$ cat config.mk
export PLATFORM = sky130hd
export DESIGN_NAME = seg_disp_arbiter_flat
export DESIGN_NICKNAME = d
export VERILOG_FILES = /design/src/rtl/seg_disp_arbiter_if.sv /design/src/rtl/seg_disp_arbiter.sv /design/src/flat_wrapper.sv
export SDC_FILE = /design/constraint.sdc
export NUM_CORES = 1
export LEC_CHECK = 0
export BUFFER_PORTS_ARGS = -buffer_cell sky130_fd_sc_hd__buf_2
export CAP_MARGIN = 20
export CORE_MARGIN = 10
export CORE_UTILIZATION = 55
export DETAILED_ROUTE_END_ITERATION = 6
export GPL_ROUTABILITY_DRIVEN = 0
export GPL_TIMING_DRIVEN = 0
export PLACE_DENSITY = 0.91
export SLEW_MARGIN = 20
export SYNTH_ARGS = -nofsm -noshare
export SYNTH_HDL_FRONTEND = slang
export SYNTH_SLANG_ARGS = --single-unit
export TNS_END_PERCENT = 50
$ cat constraint.sdc
create_clock -name clk -period 3.53 [get_ports clk]
set_clock_uncertainty 0.2 [all_clocks]
set_input_delay 0.5295 -clock clk [delete_from_list [all_inputs] [get_ports clk]]
set_output_delay 0.5295 -clock clk [all_outputs]
set_load 0.005 [all_outputs]
$ cat src/rtl/seg_disp_arbiter_if.sv
// Two-requester byte handshake into the shared seven-segment decoder arbiter.
interface seg_disp_arbiter_if;
  logic       req0_valid;
  logic [7:0] req0_data;
  logic       req0_ready;
  logic       req1_valid;
  logic [7:0] req1_data;
  logic       req1_ready;

  modport master (
    output req0_valid, req0_data, req1_valid, req1_data,
    input  req0_ready, req1_ready
  );

  modport slave (
    input  req0_valid, req0_data, req1_valid, req1_data,
    output req0_ready, req1_ready
  );
endinterface

$ cat src/rtl/seg_disp_arbiter.sv
// Round-robin arbiter sharing a two-digit hex decoder; each accepted byte is
// held on num1/num0 for HOLD_CYCLES clocks, blank asserted when idle.
module seg_disp_arbiter #(
  parameter int HOLD_CYCLES = 1000
) (
  input  logic                clk,
  input  logic                rst,
  seg_disp_arbiter_if.slave   req,
  output logic [3:0]          num0,
  output logic [3:0]          num1,
  output logic                blank,
  output logic                owner
);
  localparam int CW = $clog2(HOLD_CYCLES + 1);
  localparam logic [CW-1:0] CNT_LOAD = CW'(HOLD_CYCLES - 1);

  typedef enum logic {IDLE, SHOW} state_t;

  state_t        state;
  logic [CW-1:0] cnt;
  logic          last;
  logic          open;
  logic          grant;
  logic          accept;

  // Window opens in IDLE or on the final hold cycle, so back-to-back bytes
  // see no blank gap.
  assign open = (state == IDLE) || (cnt == '0);

  always_comb begin
    grant = 1'b0;
    if (req.req0_valid && req.req1_valid) grant = ~last;
    else if (req.req1_valid)              grant = 1'b1;
  end

  assign req.req0_ready = open & ~grant & req.req0_valid & ~rst;
  assign req.req1_ready = open &  grant & req.req1_valid & ~rst;
  assign accept         = req.req0_ready | req.req1_ready;

  always_ff @(posedge clk) begin
    if (rst) begin
      state <= IDLE;
      num0  <= 4'h0;
      num1  <= 4'h0;
      blank <= 1'b1;
      owner <= 1'b0;
      cnt   <= '0;
      last  <= 1'b1;
    end else if (accept) begin
      {num1, num0} <= req.req1_ready ? req.req1_data : req.req0_data;
      owner        <= req.req1_ready;
      last         <= req.req1_ready;
      blank        <= 1'b0;
      cnt          <= CNT_LOAD;
      state        <= SHOW;
    end else if (state == SHOW) begin
      // cnt is only decremented while nonzero, so it never wraps.
      if (cnt != '0) begin
        cnt <= cnt - CW'(1);
      end else begin
        state <= IDLE;
        blank <= 1'b1;
      end
    end
  end
endmodule
$ cat src/flat_wrapper.sv
// flat-port wrapper written by rule: the top's interface ports become plain ports
module seg_disp_arbiter_flat 
#(
  parameter int HOLD_CYCLES = 1000
)
  (clk, rst, num0, num1, blank, owner, req_req0_valid, req_req0_data, req_req1_valid, req_req1_data, req_req0_ready, req_req1_ready);
  seg_disp_arbiter_if req_i ();
  input  logic clk;
  input  logic rst;
  output logic [3:0] num0;
  output logic [3:0] num1;
  output logic blank;
  output logic owner;
  input wire logic [$bits(req_i.req0_valid)-1:0] req_req0_valid;
  input wire logic [$bits(req_i.req0_data)-1:0] req_req0_data;
  input wire logic [$bits(req_i.req1_valid)-1:0] req_req1_valid;
  input wire logic [$bits(req_i.req1_data)-1:0] req_req1_data;
  output wire logic [$bits(req_i.req0_ready)-1:0] req_req0_ready;
  output wire logic [$bits(req_i.req1_ready)-1:0] req_req1_ready;
  assign req_i.req0_valid = req_req0_valid;
  assign req_i.req0_data = req_req0_data;
  assign req_i.req1_valid = req_req1_valid;
  assign req_i.req1_data = req_req1_data;
  assign req_req0_ready = req_i.req0_ready;
  assign req_req1_ready = req_i.req1_ready;
  seg_disp_arbiter #(.HOLD_CYCLES(HOLD_CYCLES)) u_core (.clk(clk), .rst(rst), .req(req_i), .num0(num0), .num1(num1), .blank(blank), .owner(owner));
endmodule
# --- Yosys cells after proc, flatten, opt, wreduce, memory -nomap -nowiden ---
# Index checks and enable logic that the tools add are counted.
word_totals:
  word_cells: 43
  inputBits: 20
  ff_bits: 22
  out_inout_bits: 12
classes:
  n_eq_ne: 1
  addsub: 1
  reduce_logical: 10
  muxes: 12
  bitwise: 11
ops:
  columns: ["operator", "n"]
  rows:
  - ["$mux 10", 3]
  - ["$logic_not 10->1", 1]
  - ["$reduce_bool 10->1", 1]
  - ["$sub 10x1->10 const B", 1]
  - ["$mux 1", 8]
  - ["$mux 8", 1]
  - ["$and 1x1->1", 6]
  - ["$reduce_and 2->1", 3]
  - ["$not 1->1", 4]
  - ["$reduce_bool 2->1", 2]
  - ["$ne 2x1->1 const B", 1]
  - ["$reduce_or 2->1", 1]
  - ["$logic_and 1x1->1", 1]
  - ["$logic_or 1x1->1", 1]
  - ["$or 1x1->1", 1]

# --- Depth between registers and ports, before layout ---
# Gate-level depths: netlist (run 1).
depth:
  word_depth: 9
  ltp_mapped: 7
  ltp_nobuf: 6

# --- Worst setup path after synthesis (run 1) ---
# OpenSTA, ideal clock, no wires.
synth_timing:
  path_kind: "register to output"
  startpoint: "register u_core.cnt[0]"
  endpoint: "output port req_req1_ready"
  required_time_ns: 2.800
  setup_slack_ns: 1.123
  t_arrival_ns: 1.677
  path_stages_with_launch: 8
  n_path_buf: 1
  path_cell_list: "dfxtp_1 -> inv_1 -> ha_1 -> or4b_4 -> o31ai_4 -> buf_6 -> nand3_1 -> nor2_1"
synth_via:
  elab_chain_len: 5
synth_rtl:
  columns: ["element", "line_no", "rtl"]
  rows:
  - ["start: declaration", "seg_disp_arbiter.sv:20", "logic [CW-1:0] cnt;"]
  - ["start signal: assignment", "seg_disp_arbiter.sv:59", "cnt <= cnt - CW'(1);"]
  - ["$logic_not 10->1", "seg_disp_arbiter.sv:28", "assign open = (state == IDLE) || (cnt == '0);"]
  - ["$logic_or 1x1->1", "seg_disp_arbiter.sv:28", null]
  - ["$and 1x1->1 (3 in a row)", "seg_disp_arbiter.sv:37", "assign req.req1_ready = open & grant & req.req1_valid & ~rst;"]
  - ["end: declaration", "flat_wrapper.sv:19", "output wire logic [$bits(req_i.req1_ready)-1:0] req_req1_ready;"]
# Every way passes these cells.

# --- Final worst setup path (run 1) ---
layout_timing:
  startpoint: "register u_core.cnt[0]"
  endpoint: "output port req_req0_ready"
layout_via:
  elab_chain_len: 5
layout_rtl:
  columns: ["element", "line_no", "rtl"]
  rows:
  - ["$logic_not 10->1", "seg_disp_arbiter.sv:28", null]
  - ["$logic_or 1x1->1", "seg_disp_arbiter.sv:28", null]
  - ["$and 1x1->1 (3 in a row)", "seg_disp_arbiter.sv:36", "assign req.req0_ready = open & ~grant & req.req0_valid & ~rst;"]
  - ["end: declaration", "flat_wrapper.sv:18", "output wire logic [$bits(req_i.req0_ready)-1:0] req_req0_ready;"]
# Every way passes these cells.

==> impl_results.rst, run 1 <==
.. list-table::
   :header-rows: 1

   * - Metric
     - Value
   * - Core Footprint
     - approximately 2000 um2
   * - Routed vias
     - 1215
   * - Post-cts resize count
     - 0
   * - Top cells by area, synth
     - sky130_fd_sc_hd__dfxtp_1 37%, sky130_fd_sc_hd__a2111oi_2 6.3%, sky130_fd_sc_hd__nor3_1 5.9%
   * - Series of cell instances along the critical path
     - inv_1 > ha_1 > nor4b_2 > a31oi_1 > buf_2 > nor3_1 > buf_2
   * - Arr. time, crit path
     - around 2500 ps
   * - Insertion delay to the later sink of the worst-skew pair
     - roughly 310 ps
   * - Clock transition at the registers of the reported paths
     - 120 ps
   * - Top cells by instance count after synthesis
     - 22 x sky130_fd_sc_hd__dfxtp_1, 14 x sky130_fd_sc_hd__inv_1, 14 x sky130_fd_sc_hd__nor3_1, 11 x sky130_fd_sc_hd__a21oi_1, 8 x sky130_fd_sc_hd__nand2_1
   * - Number of flops mapped to enable cells by yosys
     - 0
   * - Maximum count of clock buffers along a single path
     - 2
   * - Wire length of the first global-routing pass
     - between 5 and 6 mm
   * - CTS tree
     - yes
   * - Chip Width
     - 66.56 um
   * - Sum of routed wire length over all layers
     - approximately 3.2 mm
   * - Number of port buffers
     - 31
   * - Nature of the critical path startpoint
     - flop
   * - Number of global-route vias before repair
     - 1218
   * - Number of buffers created by CTS
     - 3
   * - Async SR Flop Fraction
     - 0
   * - Number of instances in the synthesized netlist
     - 135
   * - DRC
     - 0
   * - Max-slew violation count
     - 0
   * - Starting Density
     - 0.5956
   * - Cell area power density
     - 417.7 nW/um2
   * - Die Span Y
     - 66.56 um
   * - Measured slew at the worst slew-check pin
     - between 700 and 800 ps
   * - Maximum fanout count along the critical path
     - 10
   * - Most frequently used cell type in the post-synthesis netlist
     - sky130_fd_sc_hd__dfxtp_1
   * - Post-route setup TNS
     - 0 ps
   * - Largest area contributor in the netlist
     - sky130_fd_sc_hd__dfxtp_1
   * - Final worst setup slack
     - 333.4 ps
   * - Area of the mapped netlist
     - 1192 um2
   * - Final setup violation count
     - 0
   * - Number of antenna diodes
     - 0
   * - Largest incremental delay on the critical path
     - 490 ps
   * - Post-Syn Area per Cell
     - 8.833 um2
   * - Cell with the biggest individual delay on the critical path
     - sky130_fd_sc_hd__nor4b_2
   * - Mean number of vias per cell
     - 6.168
   * - Average detailed-routed wire length per instance
     - 16.37 um
   * - Count of cell types in the netlist
     - 37
   * - Starting DRT DRC Count
     - 73
   * - Worst-case setup slack after placement
     - 771.2 ps
   * - Non-Filler Instances
     - between 150 and 200
   * - Main flop type after synthesis
     - sky130_fd_sc_hd__dfxtp_1
   * - Full die area
     - around 4400 um2
   * - Net count of the mapped netlist
     - roughly 160
   * - Max capacitance violation total
     - 0
   * - Drt first pass iters
     - 4
   * - Largest net degree at the start of global routing
     - 13
   * - Clock root buffer
     - sky130_fd_sc_hd__clkbuf_4
   * - Launch point of the worst reg-to-reg path
     - u_core.cnt[0]
   * - Area share of the leading cell type in the synthesized netlist
     - 0.3694
   * - Count of nets after finishing
     - 193
   * - Number of sinks handled by clock tree synthesis
     - 22
   * - Static Leak
     - 0.5887 nW
   * - Worst VDD drop
     - 0.3163 mV
   * - Number of levels the H-tree was split into
     - 1
   * - Slew HR
     - 0.4952
   * - Gr usage total
     - 0.1502
   * - Remaining antenna violation count
     - 0
   * - Number of cells after detailed placement
     - 193
   * - Fraction of final layout cells with drive strength greater than 1
     - 0.3353
   * - Tmin final
     - 3197 ps
   * - Period Utilization, post-route
     - 0.9056
   * - Status
     - completed
   * - Number of buffer and inverter instances along the worst setup path
     - 3
   * - # IOs
     - 32
   * - Number of hold violations in the final report
     - 0
   * - # Post-CTS Setup Buffers
     - 0
   * - Synthesized flop and latch total
     - 22
   * - CP Capture Type
     - output pin
   * - Placed wire-length estimate after detailed placement
     - 2.430 mm
   * - Remaining Overflow, GRT
     - 0
   * - Area Growth Syn to Fin
     - 18.89%
   * - Library cell appearing most often on the critical path
     - sky130_fd_sc_hd__buf_2
   * - Count of synthesis-stage warnings from yosys
     - 0
   * - Std cell rows
     - 16
   * - CTS Hold Buffers Added
     - 0
   * - Category of the most critical setup path
     - flop to output pin
   * - Number of antenna violations at the first check in global routing
     - 0
   * - Upper clock frequency limit
     - between 300 and 400 MHz
   * - Class of the tightest hold or removal check
     - input pin to flop
   * - CP startpoint
     - u_core.cnt[0]
   * - Unrepaired setup endpoints after global routing
     - no
   * - Share of synthesized area occupied by flip-flops and latches
     - 0.3694
   * - Critical Path RT
     - around 2800 ps
   * - Startpoint of the most critical hold path
     - req_req1_data[7]
   * - Largest delay contributor family on the critical path
     - simple AND/OR/NAND/NOR gates
## per-stage QoR
stage               instance area, um2  total power, mW    util  hold WS (ps)
floorplan                         1192           0.4016       -         249.2
global placement                  1381           0.4429  0.6900         250.4
detailed placement                1381           0.4520  0.6900         253.4
CTS                               1418           0.5934  0.7081         257.7
global route                      1418           0.6243  0.7081         249.5
finish                            1418           0.5922  0.7081         255.3
## final timing paths
path                    endpoint  slack [ps]  cells after the start
setup / recovery  req_req0_ready         330                      7
hold / removal    u_core.num1[3]         260                      3
setup reg to reg  u_core.num0[1]         930                      7
hold reg to reg   u_core.num0[3]         270                      2
## registers in the layout, summed over array words and instances, names as in the netlist
name,count
u_core.cnt,10
u_core.num0,4
u_core.num1,4
u_core.blank,1
u_core.last,1
u_core.owner,1
u_core.state,1
## worst min-delay path, delay by kind of cell
kind            cells  cell delay (ps)
compound gates      1               50
buf+inv             2              150
## metal layers
layer	vias to the layer above	GRT usage	wire length (um)
met5	-	0	0
met4	0	0.09424	110
met3	15	0.04682	268
met2	71	0.2453	1563
met1	560	0.1646	1282
li1	569	-	-
## cells in the final DEF, fill, tap and decap left out, types with 8 or more instances in the layout
cell / instances
sky130_fd_sc_hd__inv_1: 14
sky130_fd_sc_hd__buf_2: 32
sky130_fd_sc_hd__nand2_1: 8
sky130_fd_sc_hd__a21oi_1: 11
sky130_fd_sc_hd__nor3_1: 14
sky130_fd_sc_hd__dfxtp_1: 22
## kinds of logic after synthesis
| group | count (synthesis) | synth area share |
|---|---|---|
| adders and majority gates | 2 | 0.02098 |
| and+or+nand+nor | 44 | 0.2130 |
| DFF | 22 | 0.3694 |
| buffers and inverters | 21 | 0.07974 |
| xor gates and xnor gates | 3 | 0.02204 |
| muxes | 1 | 0.008395 |
| AOI/OAI and AO/OA | 42 | 0.2865 |
## power by group
part	total (mW)	switching [mW]	leakage, nW	internal (mW)
Clock	0.142	0.0787	0.0210	0.0630
Sequential	0.295	0.0229	0.183	0.273
Combinational	0.155	0.0877	0.385	0.0673
## layout make-up
type / count / area [um2]
tap: 27 / 33.78
inverter: 14 / 52.55
fill: 159 / 584.3
buffer: 7 / 42.54
clock buffer: 4 / 36.28
sequential: 22 / 440.4
timing repair buffer: 31 / 155.1
multi-input combinational: 92 / 656.9
No activity file was read; power rests on OpenSTA's default activity.
==> run 2, diff against run 1 <==
--- a/config.mk
+++ b/config.mk
@@ -13,6 +13,7 @@
 export GPL_ROUTABILITY_DRIVEN = 0
 export GPL_TIMING_DRIVEN = 0
 export PLACE_DENSITY = 0.91
+export RECOVER_POWER = 25
 export SLEW_MARGIN = 20
 export SYNTH_ARGS = -nofsm -noshare
 export SYNTH_HDL_FRONTEND = slang
==> run 2 against run 1 <==
- final area shrank 0.62%
- core utilization shrank 0.44 points
- via count did not move
- setup slack worse by 15 ps
- routed wire length rose by 0.56%
- critical path depth stayed put
- count of clock-buffer cells in the layout unchanged
- critical path type unchanged
==> impl_results.rst, run 2 (synthesis results as in run 1) <==
.. list-table::
   :header-rows: 1

   * - Metric
     - Value
   * - Final core utilization
     - 0.7038 (was 0.7081)
   * - Remaining antenna violation count
     - 0 (unchanged)
   * - Insertion delay to the later sink of the worst-skew pair
     - 310 ps (about the same)
   * - Leading cell type in the layout, fill and taps excluded
     - sky130_fd_sc_hd__buf_2 (unchanged)
   * - Maximum count of clock buffers along a single path
     - 2 (unchanged)
   * - Measured slew at the worst slew-check pin
     - 758.4 ps (was 753.6 ps)
   * - Std cell rows
     - 16 (unchanged)
   * - Full die area
     - 4430 um2 (unchanged)
   * - Number of flip-flops under the largest register name
     - 10 (unchanged)
   * - Class of the tightest hold or removal check
     - input pin to flop (unchanged)
   * - Average detailed-routed wire length per instance
     - 16.46 um (was 16.37 um)
   * - Post-placement cell area
     - 1381 um2 (unchanged)
   * - Die Span Y
     - 66.56 um (unchanged)
   * - Count of nets after finishing
     - 193 (unchanged)
   * - Core Footprint
     - 2002 um2 (unchanged)
   * - Largest net degree at the start of global routing
     - 13 (unchanged)
   * - Filler instances
     - 166 (was 159)
   * - Wire length of the first global-routing pass
     - 5.285 mm (unchanged)
   * - Max capacitance violation total
     - 0 (unchanged)
   * - Status
     - completed (unchanged)
   * - Routed vias
     - 1215 (unchanged)
   * - Post-route setup TNS
     - 0 ps (unchanged)
   * - Most flop-heavy register
     - u_core.cnt (unchanged)
   * - WHS Path Cells
     - 3 (unchanged)
   * - Launch point of the worst reg-to-reg path
     - u_core.cnt[0] (unchanged)
   * - Number of buffers created by CTS
     - 3 (unchanged)
   * - Area Growth Syn to Fin
     - 18.15% (was 18.89%)
   * - # IOs
     - 32 (unchanged)
   * - Cell area power density
     - 419.5 nW/um2 (was 417.7 nW/um2)
   * - # Post-CTS Setup Buffers
     - 0 (unchanged)
   * - Number of antenna diodes
     - 0 (unchanged)
   * - Cell with the biggest individual delay on the critical path
     - sky130_fd_sc_hd__nor4b_2 (unchanged)
   * - Static Leak
     - 0.5642 nW (was 0.5887 nW)
   * - Worst VDD drop
     - 0.3182 mV (was 0.3163 mV)
   * - Critical Path RT
     - 2800 ps (about the same)
   * - Hold Crit Endpoint
     - u_core.num1[3] (unchanged)
   * - Non-Filler Instances
     - 197 (unchanged)
   * - Fraction of final layout cells with drive strength greater than 1
     - 0.2941 (was 0.3353)
   * - Placed wire-length estimate after detailed placement
     - 2.430 mm (unchanged)
   * - Number of levels the H-tree was split into
     - 1 (unchanged)
   * - Number of hold violations in the final report
     - 0 (unchanged)
   * - Period Utilization, post-route
     - 0.9097 (was 0.9056)
   * - Sum of routed wire length over all layers
     - 3.243 mm (was 3.225 mm)
   * - Number of port buffers
     - 31 (unchanged)
   * - CTS tree
     - yes (unchanged)
   * - Starting DRT DRC Count
     - 68 (was 73)
   * - Gr usage total
     - 0.1502 (unchanged)
   * - Chip Width
     - 66.56 um (unchanged)
   * - Number of buffer and inverter instances along the worst setup path
     - 3 (unchanged)
   * - Upper clock frequency limit
     - 311.4 MHz (was 312.8 MHz)
   * - Final setup violation count
     - 0 (unchanged)
   * - CP Capture Type
     - output pin (unchanged)
   * - Clock transition at the registers of the reported paths
     - 120 ps (about the same)
   * - WHS
     - 256.8 ps (was 255.3 ps)
   * - CTS Hold Buffers Added
     - 0 (unchanged)
   * - Most used cells in the layout excluding fill and tap cells
     - 25 x sky130_fd_sc_hd__buf_2, 22 x sky130_fd_sc_hd__dfxtp_1, 14 x sky130_fd_sc_hd__inv_1, 14 x sky130_fd_sc_hd__nor3_1 (was 32 x sky130_fd_sc_hd__buf_2, 22 x sky130_fd_sc_hd__dfxtp_1, 14 x sky130_fd_sc_hd__inv_1, 14 x sky130_fd_sc_hd__nor3_1, 11 x sky130_fd_sc_hd__a21oi_1)
   * - Largest incremental delay on the critical path
     - 500 ps (was 490 ps)
   * - Clock root buffer
     - sky130_fd_sc_hd__clkbuf_4 (unchanged)
   * - Remaining Overflow, GRT
     - 0 (unchanged)
   * - Number of global-route vias before repair
     - 1218 (unchanged)
   * - Post-cts resize count
     - 0 (unchanged)
   * - Tmin final
     - 3211 ps (was 3197 ps)
   * - Nature of the critical path startpoint
     - flop (unchanged)
   * - Library cell appearing most often on the critical path
     - sky130_fd_sc_hd__buf_2 (unchanged)
   * - DRC
     - 0 (unchanged)
   * - Drt first pass iters
     - 4 (unchanged)
   * - Series of cell instances along the critical path
     - inv_1 > ha_1 > nor4b_2 > a31oi_1 > buf_2 > nor3_1 > buf_2 (unchanged)
   * - Crit Reg-Reg Endpoint
     - u_core.num0[1] (unchanged)
   * - Number of antenna violations at the first check in global routing
     - 0 (unchanged)
   * - Arr. time, crit path
     - 2480 ps (was 2470 ps)
   * - Number of sinks handled by clock tree synthesis
     - 22 (unchanged)
   * - Startpoint of the most critical hold path
     - req_req1_data[7] (unchanged)
   * - Area of all placed cells without fillers
     - 1409 um2 (was 1418 um2)
   * - Max-slew violation count
     - 0 (unchanged)
   * - Largest delay contributor family on the critical path
     - simple AND/OR/NAND/NOR gates (unchanged)
   * - R2R cell count
     - 7 (unchanged)
   * - Slew HR
     - 0.4920 (was 0.4952)
   * - Starting Density
     - 0.5956 (unchanged)
   * - Largest regs
     - u_core.cnt: 10 flops, u_core.num0: 4 flops, u_core.num1: 4 flops (unchanged)
   * - Category of the most critical setup path
     - flop to output pin (unchanged)
   * - Number of cells after detailed placement
     - 193 (unchanged)
   * - Maximum fanout count along the critical path
     - 10 (unchanged)
   * - Register-to-register setup slack
     - 920 ps (was 930 ps)
   * - Mean number of vias per cell
     - 6.168 (unchanged)
   * - Unrepaired setup endpoints after global routing
     - no (unchanged)
run 2: cell types whose count changed in the layout (fill, tap and decap cells not counted), sizes merged:
cell	change
buf	-7
clkbuf	+7
run 2: worst max-delay path by stage:
| stage | start | endpoint | slack (ps) | cells past startpoint |
|---|---|---|---|---|
| finish | u_core.cnt[0] | req_req0_ready | 320 | 7 |
| global route | u_core.cnt[0] | req_req0_ready | 160 | 7 |
| CTS | u_core.cnt[0] | req_req0_ready | 360 | 7 |
| detailed placement | u_core.cnt[0] | req_req0_ready | 770 | 7 |
| global placement | u_core.cnt[0] | req_req0_ready | 810 | 7 |
| floorplan | u_core.cnt[0] | req_req1_ready | 1120 | 7 |
run 2: where the power goes:
group          total [mW]  internal [mW]  leakage, nW  switching (mW)
clock               0.142         0.0630       0.0210          0.0794
combinational       0.153         0.0654        0.360          0.0875
sequential          0.296          0.273        0.183          0.0232
run 2: area by class of cell:
| class | count | area [um2] | area share |
|---|---|---|---|
| Buffer | 7 | 42.54 | 0.03020 |
| Multi-Input combinational cell | 92 | 656.9 | 0.4663 |
| Inverter | 14 | 52.55 | 0.03730 |
| Sequential cell | 22 | 440.4 | 0.3126 |
| Tap cell | 27 | 33.78 | 0.02398 |
| Timing Repair Buffer | 31 | 146.4 | 0.1039 |
| Clock buffer | 4 | 36.28 | 0.02575 |
run 2: worst min-delay path: stages:
cell,delay [ps]
sky130_fd_sc_hd__buf_2,100
sky130_fd_sc_hd__inv_1,50
sky130_fd_sc_hd__a2111oi_2,50
run 2: per-stage QoR:
step           setup slack [ps]  total power [mW]
2_1_floorplan              1123            0.4016
3_3_place_gp              807.9            0.4429
3_5_place_dp              771.2            0.4520
4_1_cts                   356.1            0.5934
5_1_grt                   159.0            0.6227
6_report                  318.7            0.5911
run 2: layer usage:
metal | part of all wire | GRT usage | wire [um] | vias to the layer above
met1 | 0.41 | 0.1646 | 1319 | 566
met2 | 0.49 | 0.2453 | 1585 | 66
li1 | - | - | - | 570
met3 | 0.074 | 0.04682 | 241 | 13
met4 | 0.030 | 0.09424 | 96 | 0
met5 | 0 | 0 | 0 | -
==> run 3, diff against run 2 <==
--- a/config.mk
+++ b/config.mk
@@ -8,11 +8,11 @@
 export BUFFER_PORTS_ARGS = -buffer_cell sky130_fd_sc_hd__buf_2
 export CAP_MARGIN = 20
 export CORE_MARGIN = 10
-export CORE_UTILIZATION = 55
+export CORE_UTILIZATION = 51
 export DETAILED_ROUTE_END_ITERATION = 6
 export GPL_ROUTABILITY_DRIVEN = 0
 export GPL_TIMING_DRIVEN = 0
-export PLACE_DENSITY = 0.91
+export PLACE_DENSITY = 0.86
 export RECOVER_POWER = 25
 export SLEW_MARGIN = 20
 export SYNTH_ARGS = -nofsm -noshare
==> constraint.sdc (replaced) <==
create_clock -name clk -period 3 [get_ports clk]
set_clock_uncertainty 0.2 [all_clocks]
set_input_delay 0.45 -clock clk [delete_from_list [all_inputs] [get_ports clk]]
set_output_delay 0.45 -clock clk [all_outputs]
set_load 0.005 [all_outputs]
==> run 3 against run 2 <==
- final cell count rose by 2.5%
- clock power fell by 7%
- largest power group unchanged
- register-to-register slack got worse by 370 ps
- critical endpoint is now req_req1_ready
==> impl_results.rst, run 3 (synthesis results as in run 1) <==
.. list-table::
   :header-rows: 1

   * - Metric
     - Value
   * - Area used by sequential logic in the layout
     - 440.4 um2 (unchanged)
   * - Sum of routed wire length over all layers
     - 3.172 mm (was 3.243 mm)
   * - Cell area power density
     - 462.2 nW/um2 (was 419.5 nW/um2)
   * - Maximum count of clock buffers along a single path
     - 2 (unchanged)
   * - Core Footprint
     - 2212 um2 (was 2002 um2)
   * - Max capacitance violation total
     - 0 (unchanged)
   * - Final setup violation count
     - 0 (unchanged)
   * - Starting DRT DRC Count
     - 39 (was 68)
   * - Register-to-register setup slack
     - 550 ps (was 920 ps)
   * - Met1 WL
     - 1.257 mm (was 1.319 mm)
   * - Largest incremental delay on the critical path
     - 520 ps (was 500 ps)
   * - Status
     - completed (unchanged)
   * - Remaining antenna violation count
     - 0 (unchanged)
   * - Most used cells in the layout excluding fill and tap cells
     - 26 x sky130_fd_sc_hd__buf_2, 22 x sky130_fd_sc_hd__dfxtp_1, 14 x sky130_fd_sc_hd__inv_1, 14 x sky130_fd_sc_hd__nor3_1, 11 x sky130_fd_sc_hd__a21oi_1 (was 25 x sky130_fd_sc_hd__buf_2, 22 x sky130_fd_sc_hd__dfxtp_1, 14 x sky130_fd_sc_hd__inv_1, 14 x sky130_fd_sc_hd__nor3_1)
   * - Crit Reg-Reg Endpoint
     - u_core.num0[1] (unchanged)
   * - Std cell rows
     - 17 (was 16)
   * - Class of the tightest hold or removal check
     - input pin to flop (unchanged)
   * - Series of cell instances along the critical path
     - inv_1 > ha_1 > or4b_4 > o31ai_4 > buf_6 > nand3_1 > nor2_1 > buf_2 (was inv_1 > ha_1 > nor4b_2 > a31oi_1 > buf_2 > nor3_1 > buf_2)
   * - Most flop-heavy register
     - u_core.cnt (unchanged)
   * - Post-placement cell area
     - 1383 um2 (was 1381 um2)
   * - Insertion delay to the later sink of the worst-skew pair
     - 310 ps (about the same)
   * - Largest delay contributor family on the critical path
     - simple AND/OR/NAND/NOR gates (unchanged)
   * - Clock transition at the registers of the reported paths
     - 120 ps (about the same)
   * - Top layer used by detailed routing
     - met4 (unchanged)
   * - Max-slew violation count
     - 0 (unchanged)
   * - Area taken by multi-input logic gates
     - 671.9 um2 (was 656.9 um2)
   * - Number of antenna diodes
     - 0 (unchanged)
   * - Placed wire-length estimate after detailed placement
     - 2.457 mm (was 2.430 mm)
   * - WHS
     - 179.5 ps (was 256.8 ps)
   * - CP endpoint
     - req_req1_ready (was req_req0_ready)
   * - CTS tree
     - yes (unchanged)
   * - Full die area
     - 4672 um2 (was 4430 um2)
   * - Launch point of the worst reg-to-reg path
     - u_core.cnt[0] (unchanged)
   * - Cell with the biggest individual delay on the critical path
     - sky130_fd_sc_hd__or4b_4 (was sky130_fd_sc_hd__nor4b_2)
   * - Metal3 WL
     - 222 um (was 241 um)
   * - Count of nets after finishing
     - 198 (was 193)
   * - Die Span Y
     - 68.36 um (was 66.56 um)
   * - Number of antenna violations at the first check in global routing
     - 0 (unchanged)
   * - Period Utilization, post-route
     - 0.9657
   * - Number of sinks handled by clock tree synthesis
     - 22 (unchanged)
   * - Final core utilization
     - 0.6555 (was 0.7038)
   * - Number of port buffers
     - 31 (unchanged)
   * - CP Capture Type
     - output pin (unchanged)
   * - Number of hold violations in the final report
     - 0 (unchanged)
   * - Measured slew at the worst slew-check pin
     - 584.0 ps (was 758.4 ps)
   * - Number of buffers created by CTS
     - 3 (unchanged)
   * - Largest net degree at the start of global routing
     - 12 (was 13)
   * - Chip Width
     - 68.36 um (was 66.56 um)
   * - Number of levels the H-tree was split into
     - 1 (unchanged)
   * - Arr. time, crit path
     - 2250 ps (was 2480 ps)
   * - Largest regs
     - u_core.cnt: 10 flops, u_core.num0: 4 flops, u_core.num1: 4 flops (unchanged)
   * - Number of global-route vias before repair
     - 1116 (was 1218)
   * - # IOs
     - 32 (unchanged)
   * - Number of gates on the worst path with buffers counted
     - 8 (was 7)
   * - Nature of the critical path startpoint
     - flop (unchanged)
   * - Unrepaired setup endpoints after global routing
     - yes (was no)
   * - Number of buffer and inverter instances along the worst setup path
     - 3 (unchanged)
   * - Gr usage total
     - 0.1425 (was 0.1502)
   * - Drt first pass iters
     - 4 (unchanged)
   * - CP startpoint
     - u_core.cnt[0] (unchanged)
   * - DRC
     - 0 (unchanged)
   * - Tmin final
     - 2897 ps
   * - Clock root buffer
     - sky130_fd_sc_hd__clkbuf_4 (unchanged)
   * - Worst VDD drop
     - 0.4012 mV (was 0.3182 mV)
   * - Upper clock frequency limit
     - 345.2 MHz
   * - Area of all placed cells without fillers
     - 1450 um2 (was 1409 um2)
   * - Number of flip-flops under the largest register name
     - 10 (unchanged)
   * - Wire length of the first global-routing pass
     - 5.181 mm (was 5.285 mm)
   * - Detailed route wirelength on metal2
     - 1.678 mm (was 1.585 mm)
   * - Remaining Overflow, GRT
     - 0 (unchanged)
   * - Slew HR
     - 0.6107 (was 0.4920)
   * - Routed vias
     - 1167 (was 1215)
   * - Fraction of final layout cells with drive strength greater than 1
     - 0.3218 (was 0.2941)
   * - Starting Density
     - 0.5390 (was 0.5956)
   * - Mean number of vias per cell
     - 5.777 (was 6.168)
   * - Filler instances
     - 190 (was 166)
   * - Area Growth Syn to Fin
     - 21.62% (was 18.15%)
   * - Static Leak
     - 0.5870 nW (was 0.5642 nW)
   * - Leading cell type in the layout, fill and taps excluded
     - sky130_fd_sc_hd__buf_2 (unchanged)
   * - Category of the most critical setup path
     - flop to output pin (unchanged)
   * - Average detailed-routed wire length per instance
     - 15.70 um (was 16.46 um)
   * - R2R cell count
     - 8 (was 7)
   * - Maximum fanout count along the critical path
     - 6 (was 10)
   * - CTS Hold Buffers Added
     - 0 (unchanged)
   * - Critical Path RT
     - 2350 ps (was 2800 ps)
[run 3: layout make-up]
class / instances / share of cell area
buffer: 7 / 0.02934
clock buffer: 3 / 0.01553
inverter: 14 / 0.03624
multi-input combinational: 92 / 0.4633
sequential: 22 / 0.3037
tap: 28 / 0.02416
timing repair buffer: 36 / 0.1277
[run 3: worst min-delay path by stage]
stage | cells after the start | to | from
3_3_place_gp | 2 | u_core.num0[3] | u_core.num0[3]
4_1_cts | 2 | u_core.num1[2] | rst
6_report | 2 | u_core.num1[2] | rst
3_5_place_dp | 2 | u_core.num0[3] | u_core.num0[3]
2_1_floorplan | 1 | u_core.last | u_core.last
5_1_grt | 2 | u_core.num1[2] | rst
[run 3: where the power goes]
part / internal, mW / switching [mW] / leakage, nW / total [mW]
Sequential: 0.321 / 0.0274 / 0.183 / 0.348
Clock: 0.0469 / 0.0856 / 0.0138 / 0.132
Combinational: 0.0862 / 0.104 / 0.390 / 0.190
[run 3: repair_timing]
action | in CTS | in global routing
buffers inserted | 0 | 5
resized for setup | 1 | 1
setup endpoints to repair | 1 | 2
hold endpoints to repair | 0 | 0
[run 3: layer usage]
| metal | GRT usage | vias to the layer above |
|---|---|---|
| met2 | 0.2605 | 33 |
| met3 | 0.04731 | 2 |
| li1 | - | 579 |
| met4 | 0.02010 | 0 |
| met5 | 0 | - |
| met1 | 0.1594 | 553 |
[run 3: per-stage QoR]
stage | instances | setup slack, ps | total power [mW] | setup TNS, ps
after floorplan | 135 | 672.9 | 0.4725 | 0
after global placement | 194 | 389.8 | 0.5221 | 0
after detailed placement | 194 | 358.3 | 0.5324 | 0
after CTS | 197 | 26.24 | 0.6652 | 0
after global routing | 202 | -70.74 | 0.7148 | -70.74
final | 202 | 103.0 | 0.6703 | 0
